<file path="src/rtl/arm_mc_pkg.sv">
// Shared types, opcode constants and the condition-code helper for the multicycle ARM core.
package arm_mc_pkg;

  typedef enum logic [3:0] {
    START, FETCH, DECODE, EXECR, EXECI, ALUWB, MEMADR, MEMRD, MEMWB, MEMWR, BRANCH
  } state_t;

  typedef enum logic [2:0] {
    ALU_AND, ALU_EOR, ALU_SUB, ALU_ADD, ALU_ORR
  } alu_op_t;

  typedef enum logic [3:0] {
    COND_EQ = 4'h0, COND_NE = 4'h1, COND_CS = 4'h2, COND_CC = 4'h3,
    COND_MI = 4'h4, COND_PL = 4'h5, COND_VS = 4'h6, COND_VC = 4'h7,
    COND_HI = 4'h8, COND_LS = 4'h9, COND_GE = 4'hA, COND_LT = 4'hB,
    COND_GT = 4'hC, COND_LE = 4'hD, COND_AL = 4'hE
  } cond_t;

  localparam logic [3:0] OP_AND = 4'h0;
  localparam logic [3:0] OP_EOR = 4'h1;
  localparam logic [3:0] OP_SUB = 4'h2;
  localparam logic [3:0] OP_ADD = 4'h4;
  localparam logic [3:0] OP_CMP = 4'hA;
  localparam logic [3:0] OP_ORR = 4'hC;

  localparam int unsigned FLAG_N = 3;
  localparam int unsigned FLAG_Z = 2;
  localparam int unsigned FLAG_C = 1;
  localparam int unsigned FLAG_V = 0;

  // Evaluate an ARM condition field against NZCV; code 4'hF never passes.
  function automatic logic cond_pass(input logic [3:0] cond, input logic [3:0] f);
    logic n, z, c, v;
    n = f[FLAG_N];
    z = f[FLAG_Z];
    c = f[FLAG_C];
    v = f[FLAG_V];
    case (cond)
      COND_EQ: cond_pass = z;
      COND_NE: cond_pass = ~z;
      COND_CS: cond_pass = c;
      COND_CC: cond_pass = ~c;
      COND_MI: cond_pass = n;
      COND_PL: cond_pass = ~n;
      COND_VS: cond_pass = v;
      COND_VC: cond_pass = ~v;
      COND_HI: cond_pass = c & ~z;
      COND_LS: cond_pass = ~c | z;
      COND_GE: cond_pass = (n == v);
      COND_LT: cond_pass = (n != v);
      COND_GT: cond_pass = ~z & (n == v);
      COND_LE: cond_pass = z | (n != v);
      COND_AL: cond_pass = 1'b1;
      default: cond_pass = 1'b0;
    endcase
  endfunction

endpackage

</file>
<file path="src/rtl/arm_mc_alu.sv">
// Combinational 32-bit ALU with NZCV generation (C on SUB means no borrow).
module arm_mc_alu import arm_mc_pkg::*; (
  input  logic [31:0] a,
  input  logic [31:0] b,
  input  alu_op_t     op,
  output logic [31:0] y,
  output logic [3:0]  nzcv
);

  logic [32:0] sum;

  // Result and flag computation
  always_comb begin
    sum  = '0;
    y    = '0;
    nzcv = '0;
    case (op)
      ALU_AND: y = a & b;
      ALU_EOR: y = a ^ b;
      ALU_ORR: y = a | b;
      ALU_ADD: sum = {1'b0, a} + {1'b0, b};
      ALU_SUB: sum = {1'b0, a} + {1'b0, ~b} + 33'd1;
      default: y = '0;
    endcase
    if (op == ALU_ADD || op == ALU_SUB) y = sum[31:0];
    nzcv[FLAG_N] = y[31];
    nzcv[FLAG_Z] = (y == '0);
    nzcv[FLAG_C] = sum[32];
    if (op == ALU_ADD)      nzcv[FLAG_V] = (a[31] == b[31]) && (y[31] != a[31]);
    else if (op == ALU_SUB) nzcv[FLAG_V] = (a[31] != b[31]) && (y[31] != a[31]);
  end

endmodule

</file>
<file path="src/rtl/arm_multicycle.sv">
// Multicycle ARM-subset core sharing one valid/ready memory port for fetch and data.
module arm_multicycle import arm_mc_pkg::*; #(
  parameter logic [31:0] RESET_PC = 32'h0000_0000,
  parameter bit          RF_RESET = 1'b1
) (
  input  logic        clk,
  input  logic        rst,
  output logic        mem_req,
  output logic        mem_we,
  output logic [31:0] mem_addr,
  output logic [31:0] mem_wdata,
  input  logic [31:0] mem_rdata,
  input  logic        mem_ready,
  output logic [31:0] pc,
  output logic        retire
);

  state_t      state;
  logic [31:0] instr, pc4, a_q, b_q, res_q;
  logic [3:0]  nzcv, res_flags;
  logic [31:0] rf [0:14];

  logic [3:0]  opcode, rn, rd, rm;
  logic        imm_form, s_bit, ld_bit, up_bit, link_bit;
  logic        is_dp, is_mem, is_br, is_cmp, is_arith, cond_ok;
  logic [31:0] imm8, imm12, br_off, rn_val, rm_val, rd_val;

  alu_op_t     alu_op;
  logic [31:0] alu_b, alu_y;
  logic [3:0]  alu_f;

  logic        rf_we;
  logic [3:0]  rf_waddr;
  logic [31:0] rf_wdata, next_pc;

  assign opcode   = instr[24:21];
  assign rn       = instr[19:16];
  assign rd       = instr[15:12];
  assign rm       = instr[3:0];
  assign imm_form = instr[25];
  assign s_bit    = instr[20];
  assign ld_bit   = instr[20];
  assign up_bit   = instr[23];
  assign link_bit = instr[24];
  assign imm8     = {24'h0, instr[7:0]};
  assign imm12    = {20'h0, instr[11:0]};
  assign br_off   = {{6{instr[23]}}, instr[23:0], 2'b00};
  assign is_cmp   = (opcode == OP_CMP);
  assign is_arith = (opcode == OP_ADD) || (opcode == OP_SUB) || (opcode == OP_CMP);
  assign cond_ok  = cond_pass(instr[31:28], nzcv);

  // Register reads; R15 reads as the current instruction address + 8
  always_comb begin
    rn_val = (rn == 4'hF) ? pc + 32'd8 : rf[rn];
    rm_val = (rm == 4'hF) ? pc + 32'd8 : rf[rm];
    rd_val = (rd == 4'hF) ? pc + 32'd8 : rf[rd];
  end

  // Instruction class decode; anything unmatched falls through as a NOP
  always_comb begin
    is_dp = 1'b0;
    if (instr[27:26] == 2'b00 && (imm_form ? instr[11:8] == 4'h0 : instr[11:4] == 8'h00)) begin
      case (opcode)
        OP_AND, OP_EOR, OP_SUB, OP_ADD, OP_ORR: is_dp = 1'b1;
        OP_CMP:                                 is_dp = s_bit;
        default:                                is_dp = 1'b0;
      endcase
    end
    is_mem = (instr[27:26] == 2'b01) && !instr[25] && instr[24] && !instr[22] && !instr[21];
    is_br  = (instr[27:25] == 3'b101);
  end

  // ALU operand and operation select
  always_comb begin
    alu_b  = b_q;
    alu_op = ALU_ADD;
    case (state)
      EXECI:   alu_b = imm8;
      MEMADR: begin
        alu_b  = imm12;
        alu_op = up_bit ? ALU_ADD : ALU_SUB;
      end
      default: alu_b = b_q;
    endcase
    if (state == EXECR || state == EXECI) begin
      case (opcode)
        OP_AND:         alu_op = ALU_AND;
        OP_EOR:         alu_op = ALU_EOR;
        OP_SUB, OP_CMP: alu_op = ALU_SUB;
        OP_ORR:         alu_op = ALU_ORR;
        default:        alu_op = ALU_ADD;
      endcase
    end
  end

  arm_mc_alu u_alu (
    .a    (a_q),
    .b    (alu_b),
    .op   (alu_op),
    .y    (alu_y),
    .nzcv (alu_f)
  );

  // Write-back port, next pc and retire; retire is decoded from state because a
  // store only completes in the cycle mem_ready arrives
  always_comb begin
    rf_we    = 1'b0;
    rf_waddr = rd;
    rf_wdata = res_q;
    next_pc  = pc4;
    retire   = 1'b0;
    case (state)
      DECODE: retire = !cond_ok || !(is_dp || is_mem || is_br);
      ALUWB: begin
        retire = 1'b1;
        rf_we  = !is_cmp && (rd != 4'hF);
        if (!is_cmp && rd == 4'hF) next_pc = {res_q[31:2], 2'b00};
      end
      MEMWB: begin
        retire = 1'b1;
        rf_we  = (rd != 4'hF);
        if (rd == 4'hF) next_pc = {res_q[31:2], 2'b00};
      end
      BRANCH: begin
        retire   = 1'b1;
        rf_we    = link_bit;
        rf_waddr = 4'hE;
        rf_wdata = pc4;
        next_pc  = pc + 32'd8 + br_off;
      end
      MEMWR:   retire = mem_req && mem_ready;
      default: retire = 1'b0;
    endcase
  end

  if (RF_RESET) begin : g_rf_rst
    // Register file with reset-to-zero
    always_ff @(posedge clk or negedge rst) begin
      if (!rst)       rf <= '{default: '0};
      else if (rf_we) rf[rf_waddr] <= rf_wdata;
    end
  end else begin : g_rf_norst
    // Register file without reset
    always_ff @(posedge clk) begin
      if (rf_we) rf[rf_waddr] <= rf_wdata;
    end
  end

  // Instruction sequencer with registered memory-port outputs
  always_ff @(posedge clk or negedge rst) begin
    if (!rst) begin
      state     <= START;
      mem_req   <= 1'b0;
      mem_we    <= 1'b0;
      mem_addr  <= '0;
      mem_wdata <= '0;
      pc        <= RESET_PC;
      nzcv      <= '0;
      instr     <= '0;
      pc4       <= '0;
      a_q       <= '0;
      b_q       <= '0;
      res_q     <= '0;
      res_flags <= '0;
    end else begin
      case (state)
        START: begin
          mem_req  <= 1'b1;
          mem_addr <= pc;
          state    <= FETCH;
        end
        FETCH: begin
          // Entered with mem_req low only after a store, giving the bus its idle cycle
          if (!mem_req) begin
            mem_req  <= 1'b1;
            mem_addr <= pc;
          end else if (mem_ready) begin
            instr   <= mem_rdata;
            pc4     <= pc + 32'd4;
            mem_req <= 1'b0;
            state   <= DECODE;
          end
        end
        DECODE: begin
          a_q <= rn_val;
          b_q <= is_mem ? rd_val : rm_val;
          if (retire) begin
            pc       <= pc4;
            mem_req  <= 1'b1;
            mem_addr <= pc4;
            state    <= FETCH;
          end else if (is_br)    state <= BRANCH;
          else if (is_mem)       state <= MEMADR;
          else if (imm_form)     state <= EXECI;
          else                   state <= EXECR;
        end
        EXECR, EXECI: begin
          res_q     <= alu_y;
          res_flags <= alu_f;
          state     <= ALUWB;
        end
        ALUWB: begin
          if (s_bit) begin
            nzcv[FLAG_N] <= res_flags[FLAG_N];
            nzcv[FLAG_Z] <= res_flags[FLAG_Z];
            if (is_arith) begin
              nzcv[FLAG_C] <= res_flags[FLAG_C];
              nzcv[FLAG_V] <= res_flags[FLAG_V];
            end
          end
          pc       <= next_pc;
          mem_req  <= 1'b1;
          mem_addr <= next_pc;
          state    <= FETCH;
        end
        MEMADR: begin
          mem_req   <= 1'b1;
          mem_we    <= !ld_bit;
          mem_addr  <= {alu_y[31:2], 2'b00};
          mem_wdata <= b_q;
          state     <= ld_bit ? MEMRD : MEMWR;
        end
        MEMRD: begin
          if (mem_req && mem_ready) begin
            res_q   <= mem_rdata;
            mem_req <= 1'b0;
            state   <= MEMWB;
          end
        end
        MEMWB, BRANCH: begin
          pc       <= next_pc;
          mem_req  <= 1'b1;
          mem_addr <= next_pc;
          state    <= FETCH;
        end
        MEMWR: begin
          if (mem_req && mem_ready) begin
            mem_req <= 1'b0;
            mem_we  <= 1'b0;
            pc      <= pc4;
            state   <= FETCH;
          end
        end
        default: state <= START;
      endcase
    end
  end

endmodule
</file>
<file path="config.mk">
export PLATFORM = sky130hd
export DESIGN_NAME = arm_multicycle
export DESIGN_NICKNAME = d
export VERILOG_FILES = /design/src/rtl/arm_mc_pkg.sv /design/src/rtl/arm_mc_alu.sv /design/src/rtl/arm_multicycle.sv
export SDC_FILE = /design/constraint.sdc
export NUM_CORES = 2
export LEC_CHECK = 0
export ABC_CLOCK_PERIOD_IN_PS = 6300
export CORE_MARGIN = 4
export CORE_UTILIZATION = 60
export CTS_CLUSTER_DIAMETER = 200
export DETAILED_ROUTE_END_ITERATION = 6
export GPL_ROUTABILITY_DRIVEN = 0
export PLACE_DENSITY = 0.8
export SLEW_MARGIN = 20
export SYNTH_ARGS = -nofsm -noshare
export SYNTH_HDL_FRONTEND = slang
export SYNTH_SLANG_ARGS = --single-unit
</file>
<file path="constraint.sdc">
create_clock -name clk -period 6.3 [get_ports clk]
set_input_delay 1.26 -clock clk [delete_from_list [all_inputs] [get_ports clk]]
set_output_delay 1.26 -clock clk [all_outputs]
set_load 0.02 [all_outputs]
</file>
Word-level counts from Yosys, hierarchy flattened:

Cells that the tools add are included.
W data, S select, Z words.

* register bits after elaboration: 750
* input bits: 35
* output and inout port bits: 99
* logic and storage cells: 221

* add/sub/neg operators: 6
* magnitude comparators: 5
* equality and inequality tests: 51
* multiplexer cells: 60
* bitwise logic cells: 16
* reductions and logical operators: 54

Operators by type and width (number)
* $mux W32: 19
* $bwmux W480: 1
* $bmux W32 S4: 3
* $pmux W32 S3: 3
* $pmux W32 S5: 1
* $demux W32 S4: 1
* $pmux W32 S2: 2
* $add A32 B32 Y33: 2
* $pmux W33 S2: 1
* $eq A4 B4 Y1 const B: 15
* $eq A4 B3 Y1 const B: 9
* $add A33 B1 Y33 const B: 1
* $add A32 B3 Y32 const B: 1
* $add A32 B32 Y32: 1
* $add A32 B4 Y32 const B: 1
* $and A32 B32 Y32: 1
* $logic_not A32 Y1: 1
* $mux W4: 8
* $not A32 Y32: 1
* $or A32 B32 Y32: 1
* $xor A32 B32 Y32: 1
* $pmux W4 S7: 1
* $eq A4 B2 Y1 const B: 5
* $ge A5 B5 Y1 const B: 4
* other kinds (40): 108

Logic depth before layout (Yosys ltp):

* depth after elaboration: 12
* mapped depth: 22
* gate-level depth less buffers: 20

Hierarchy:

A second synthesis with hierarchy kept.

* cells, all modules: 4999
* area, all modules: 49770.2 µm²

Modules (own cells, without submodules)
* arm_multicycle: instances 1, cells each 4143, area each 43882.1 µm², sequential area each 18768.0 µm²
* arm_mc_alu: instances 1, cells each 856, area each 5888.1 µm², sequential area each 0.0 µm²

Worst setup path after synthesis:

No wires, ideal clock.

* path type: reg2reg
* start point: register state[0]
* end point: register mem_addr[31]
* library setup time: 94 ps
* arrival: 4855 ps
* required time: 6206 ps
* setup slack: 1351 ps
* cell stages (with the launch flop): 21
* path buffers: 4
* period minus slack after synthesis: 4949 ps
* cell sequence: dfrtp_1 buf_2 clkbuf_1 or3b_2 clkbuf_1 clkbuf_1 o21ai_0 inv_1 ha_1 o21ba_1 a2111o_1 a211oi_1 a211oi_2 a211oi_2 nor2_2 o311ai_1 o22ai_1 xnor2_1 o221ai_2 nand2_1 a211oi_1

* word-level cells in the longest chain between the ends: 8
* elaborated cells on any way between the ends: 38
* those cells by class: add/sub: 3; eq/ne: 15; mux: 9; bitwise: 4; reduce/logical: 7

Ends and longest elaborated chain
* start, declared: RTL line arm_multicycle.sv:18 `state_t state;`
* start signal, assigned: RTL line arm_multicycle.sv:221 `state <= ld_bit ? MEMRD : MEMWR;`
* $eq A4 B3 Y1, on equally long branches: RTL line arm_multicycle.sv:77, arm_multicycle.sv:166, arm_multicycle.sv:85
* $pmux W32 S2: RTL line arm_multicycle.sv:77 `case (state)`
* $not A32 Y32: RTL line arm_mc_alu.sv:22 `ALU_SUB: sum = {1'b0, a} + {1'b0, ~b} + 33'd1;`
* $add A32 B32 Y33: RTL line arm_mc_alu.sv:22
* $add A33 B1 Y33: RTL line arm_mc_alu.sv:22
* $pmux W33 S2: RTL line arm_mc_alu.sv:17 `case (op)`
* $mux W32: RTL line arm_mc_alu.sv:25 `if (op == ALU_ADD || op == ALU_SUB) y = sum[31:0];`
* $pmux W32 S5: RTL line arm_multicycle.sv:166 `case (state)`
* end signal, assigned: RTL line arm_multicycle.sv:169 `mem_addr <= pc;`
* end signal, assigned: RTL line arm_multicycle.sv:176 `mem_addr <= pc;`
* end signal, assigned: RTL line arm_multicycle.sv:190 `mem_addr <= pc4;`
* end, declared: RTL line arm_multicycle.sv:10 `output logic [31:0] mem_addr,`

Several ways; a longest one is shown, not always the timed one.
A chain may end at the register's enable or synchronous reset.

Worst setup path after layout:

* start point: register state[0]
* end point: register res_flags[2]

* word-level cells in the longest chain between the ends: 8
* elaborated cells on any way between the ends: 25
* those cells by class: add/sub: 3; eq/ne: 7; mux: 6; bitwise: 4; reduce/logical: 5

Ends and longest elaborated chain
* $eq A4 B3 Y1, on equally long branches: RTL line arm_multicycle.sv:77, arm_multicycle.sv:85, arm_multicycle.sv:166
* $pmux W32 S2: RTL line arm_multicycle.sv:77
* $not A32 Y32: RTL line arm_mc_alu.sv:22
* $add A32 B32 Y33: RTL line arm_mc_alu.sv:22
* $add A33 B1 Y33: RTL line arm_mc_alu.sv:22
* $pmux W33 S2: RTL line arm_mc_alu.sv:17
* $mux W32: RTL line arm_mc_alu.sv:25
* $logic_not A32 Y1: RTL line arm_mc_alu.sv:27 `nzcv[FLAG_Z] = (y == '0);`
* end signal, assigned: RTL line arm_multicycle.sv:199 `res_flags <= alu_f;`
* end, declared: RTL line arm_multicycle.sv:20 `logic [3:0] nzcv, res_flags;`

Several ways; a longest one is shown, not always the timed one.

==> qor.tcl <==
set qor(actual_slew_at_the_worst_max_slew_pin_ps) 1180
set qor(vias) 44100
set qor(synth_seq_area_share) 0.382
set qor(globalRouteTotalUtil) 0.398
set qor(io_buffer_count) 133
set qor(core_area_um2) 80800
set qor(post_syn_nets) 5194
set qor(worst_skew_pair.late_latency_ps) 650
set qor(fin_util) 0.669
set qor(met3_track_utilization_from_global_routing) 0.154
set qor(start_kind) {flop}
set qor(initial_standard_cell_utilization_of_the_core) 0.608
set qor(grt_first_pass_wirelength_mm) 262
set qor(grt.met1_usage) 0.500
set qor(grt_most_used_layer) {met2}
set qor(ys_ff_latch) 750
set qor(yosysTopAreaCell) {dfrtp_1}
set qor(final-setup-viol-count) 0
set qor(clock_path_buffers) 3
set qor(timing.final.max_slew_violations) 0
set qor(cpPeakStageDelay_ps) 710
set qor(worstPathCellList) {or3b_2 > o21ai_0 > inv_1 > ha_1 > a211oi_1 > o211a_1 > or2_2 > o211ai_1 > o21ai_0 > o31ai_1 > o211a_1 > o221ai_1 > a21oi_1 > nand4_1 > o31ai_1}
set qor(flow.area_growth_from_synthesis_pct) 10.0
set qor(reg2reg_from) {state[0]$_DFFE_PN0P_}
set qor(post-route-period-util) 0.939
set qor(crit_path_top_delay_cell) {o211ai_1}
set qor(antenna_found_initial) 12
set qor(run_status) {finished, violations left}
set qor(post_synth.cell_area_avg_um2) 9.81
set qor(power_leakage_nw) 22.8
set qor(final_layout_size_suffix_gt1_frac) 0.165
set qor(endpoint) {res_flags[2]$_DFFE_PN0N_}
set qor(synth.top_cells.by_area) {dfrtp_1, mux4_2, a21oi_1, nor2_1, nand2_1}
set qor(grt_start_max_net_pins) 151
set qor(timing.critical_path.to_type) {flop}
set qor(final.fill_count) 5819
set qor(detail_route.drc_violations) 28
set qor(die_area_um2) 86600
set qor(number_of_distinct_library_cell_variants_in_the_gate_level_netlist_after_synthesis) 98
set qor(maxcap_viol_count) 0
set qor(ys_dominant_reg_cell) {dfrtp_1}
set qor(post_drt_wl_per_cell_um) 28.6
set qor(number_of_flip_flops_under_the_largest_register_name) 480
set qor(timing.final.crit_period_ps) 5910
set qor(standard_cell_rows) 104
set qor(initial_detailed_routing_violation_count) 6858
set qor(detail-route-antenna-nets) 0
set qor(syn_inst) 5012
set qor(clock-root-buffer) {clkbuf_16}
set qor(final_nets) 5105
set qor(yosysMostFrequentCell) {dfrtp_1}
set qor(violations) {design-rule violations}
set qor(cts_tree) {built}
set qor(ff2ff_setup_slack_ps) 390
set qor(finalWirelength_mm) 173
set qor(cts_h_tree_depth) 3
set qor(synth_warnings) 0
set qor(worst_r2r_path_depth) 15
set qor(fin_setup_tns_ps) 0
set qor(io_pins) 134
set qor(number_of_enable_type_register_cells_in_the_synthesized_netlist) 0
set qor(clk_pin_slew_ps) 70
set qor(netlist_area_um2) 49200
set qor(grt_remaining_overflow) 0
set qor(path_class) {reg2reg}
set qor(cts.hold.buffers_added) 0
set qor(fmax_mhz) 169
set qor(timing.hold.worst.class) {reg2reg}
set qor(detail_route.first_pass.iterations) 7
set qor(worst_clock_skew_ps) 30.5
set qor(min-delay-start) {mem_wdata[18]$_DFFE_PN0N_}
set qor(synth_commonest_cells) {dfrtp_1, nor2_1, a21oi_1}
set qor(critPathBufInv) 1
set qor(vias_per_cell) 7.30
set qor(power_density_nw_per_um2) 643
set qor(cts_post_setup_buffers_inserted) 0
set qor(max_flop_register) {rf}
set qor(grt_setup_unrepaired) {false}
set qor(synth_async_sr_flop_share) 1.00
set qor(proportion_of_netlist_area_held_by_the_largest_area_contributor) 0.382
set qor(hpwlAfterDp_mm) 113
set qor(power.ir.vdd_worst_mv) 0.384
set qor(r2r_end) {res_flags[2]$_DFFE_PN0N_}
set qor(number_of_global_route_vias_before_repair) 42900
set qor(die_width_um) 294
set qor(cts-resized-gates) 0
set qor(final-hold-violation-count) 0
set qor(timing.critical_path.depth) 15
set qor(slew_headroom) 0.196
set qor(worst_setup_path_startpoint) {state[0]$_DFFE_PN0P_}
set qor(cp.arrival_ps) 6460
set qor(global_route.usage.met2) 0.579
set qor(path_max_fanout) 11
set qor(clock_sink_count) 750
set qor(cp.required_ps) 6850
set qor(numCtsBuffers) 80
set qor(critical_path.top_delay_family) {compound AO/OA/AOI/OAI gates}
set qor(die_y_um) 294
area by class of cell:
cell class              count  area (um2)  area share
diodes                      4        10.0    0.000185
flip-flops and latches    750       18800       0.348
clock inverters            32         357     0.00659
inverters                 129         484     0.00895
repair buffers            266        2430      0.0450
clock buffers             109        2220      0.0411
multi-input cells        3696       28500       0.526
well taps                1060        1330      0.0245
per-layer routing:
metal | share of wire | routed length, um
met5 | 0.00060 | 103
met3 | 0.16 | 27300
met4 | 0.080 | 13800
met1 | 0.33 | 57600
met2 | 0.43 | 74100
cells by family (layout without fill, tap and decap cells):
group | Yosys count | count (layout) | share of synthesized area
adder cells (fa/ha/maj) | 147 | 147 | 0.0379
buffers and inverters | 566 | 536 | 0.0442
AO/OA/AOI/OAI | 1458 | 1458 | 0.179
flip-flops | 750 | 750 | 0.382
AND/OR/NAND/NOR | 1431 | 1431 | 0.122
multiplexers | 568 | 568 | 0.219
other | 0 | 4 | 0
XOR/XNOR | 92 | 92 | 0.0164
placed cells by master, fill, tap and decap left out, types with 20 or more instances in the layout:
| master | n |
|---|---|
| mux4_2 | 398 |
| xor2_1 | 35 |
| nand2b_1 | 23 |
| a31oi_1 | 54 |
| a222oi_1 | 22 |
| o2111ai_1 | 20 |
| mux2_2 | 75 |
| clkdlybuf4s50_1 | 132 |
| o211ai_1 | 56 |
| o21ai_0 | 393 |
| buf_4 | 124 |
| a22oi_1 | 25 |
| nor2_1 | 604 |
| nor2b_1 | 24 |
| nand2_1 | 551 |
| clkbuf_16 | 81 |
| a21oi_1 | 580 |
| a21o_1 | 21 |
| nor3_1 | 40 |
| nand3_1 | 48 |
| o22a_1 | 34 |
| inv_1 | 124 |
| xnor2_1 | 57 |
| ha_1 | 144 |
| a211oi_1 | 30 |
| dfrtp_1 | 738 |
| o21a_1 | 27 |
| mux2i_1 | 85 |
report_power, final:
group          switching (mW)  leakage, nW  internal, mW  total (mW)
combinational            11.5         11.9          8.74        20.2
sequential               2.92         9.59          6.85        9.77
clock                    2.05         1.26          2.73        4.78
total                    16.5         22.8          18.3        34.8
worst min path at each step:
stage                           endpoint  slack (ps)  cells past startpoint
2_1_floorplan   res_flags[3]$_DFFE_PN0N_         440                      2
4_1_cts        mem_wdata[18]$_DFFE_PN0N_         480                      2
6_report       mem_wdata[18]$_DFFE_PN0N_         480                      2
3_5_place_dp   mem_wdata[18]$_DFFE_PN0N_         460                      2
3_3_place_gp   mem_wdata[31]$_DFFE_PN0N_         460                      2
5_1_grt        mem_wdata[23]$_DFFE_PN0N_         490                      2
worst register-to-register path, delay by kind of cell (launching register included):
| family | cells | cell delay [ps] |
|---|---|---|
| buffers and inverters | 1 | 150 |
| flip-flops | 1 | 380 |
| AO/OA/AOI/OAI | 10 | 3780 |
| adder cells (fa/ha/maj) | 1 | 380 |
| AND/OR/NAND/NOR | 3 | 1140 |
through the flow:
stage          area, um2  hold slack (ps)  total power [mW]  cells  setup slack, ps
5_1_grt            54100              490              36.4   6042              371
4_1_cts            54000              478              33.9   6040              679
2_1_floorplan      49200              442              22.7   5012             1350
3_3_place_gp       51500              460              28.3   5899              769
6_report           54100              476              34.8   6046              385
3_5_place_dp       51500              464              29.0   5899              684
(Power assumes the default switching activity.)
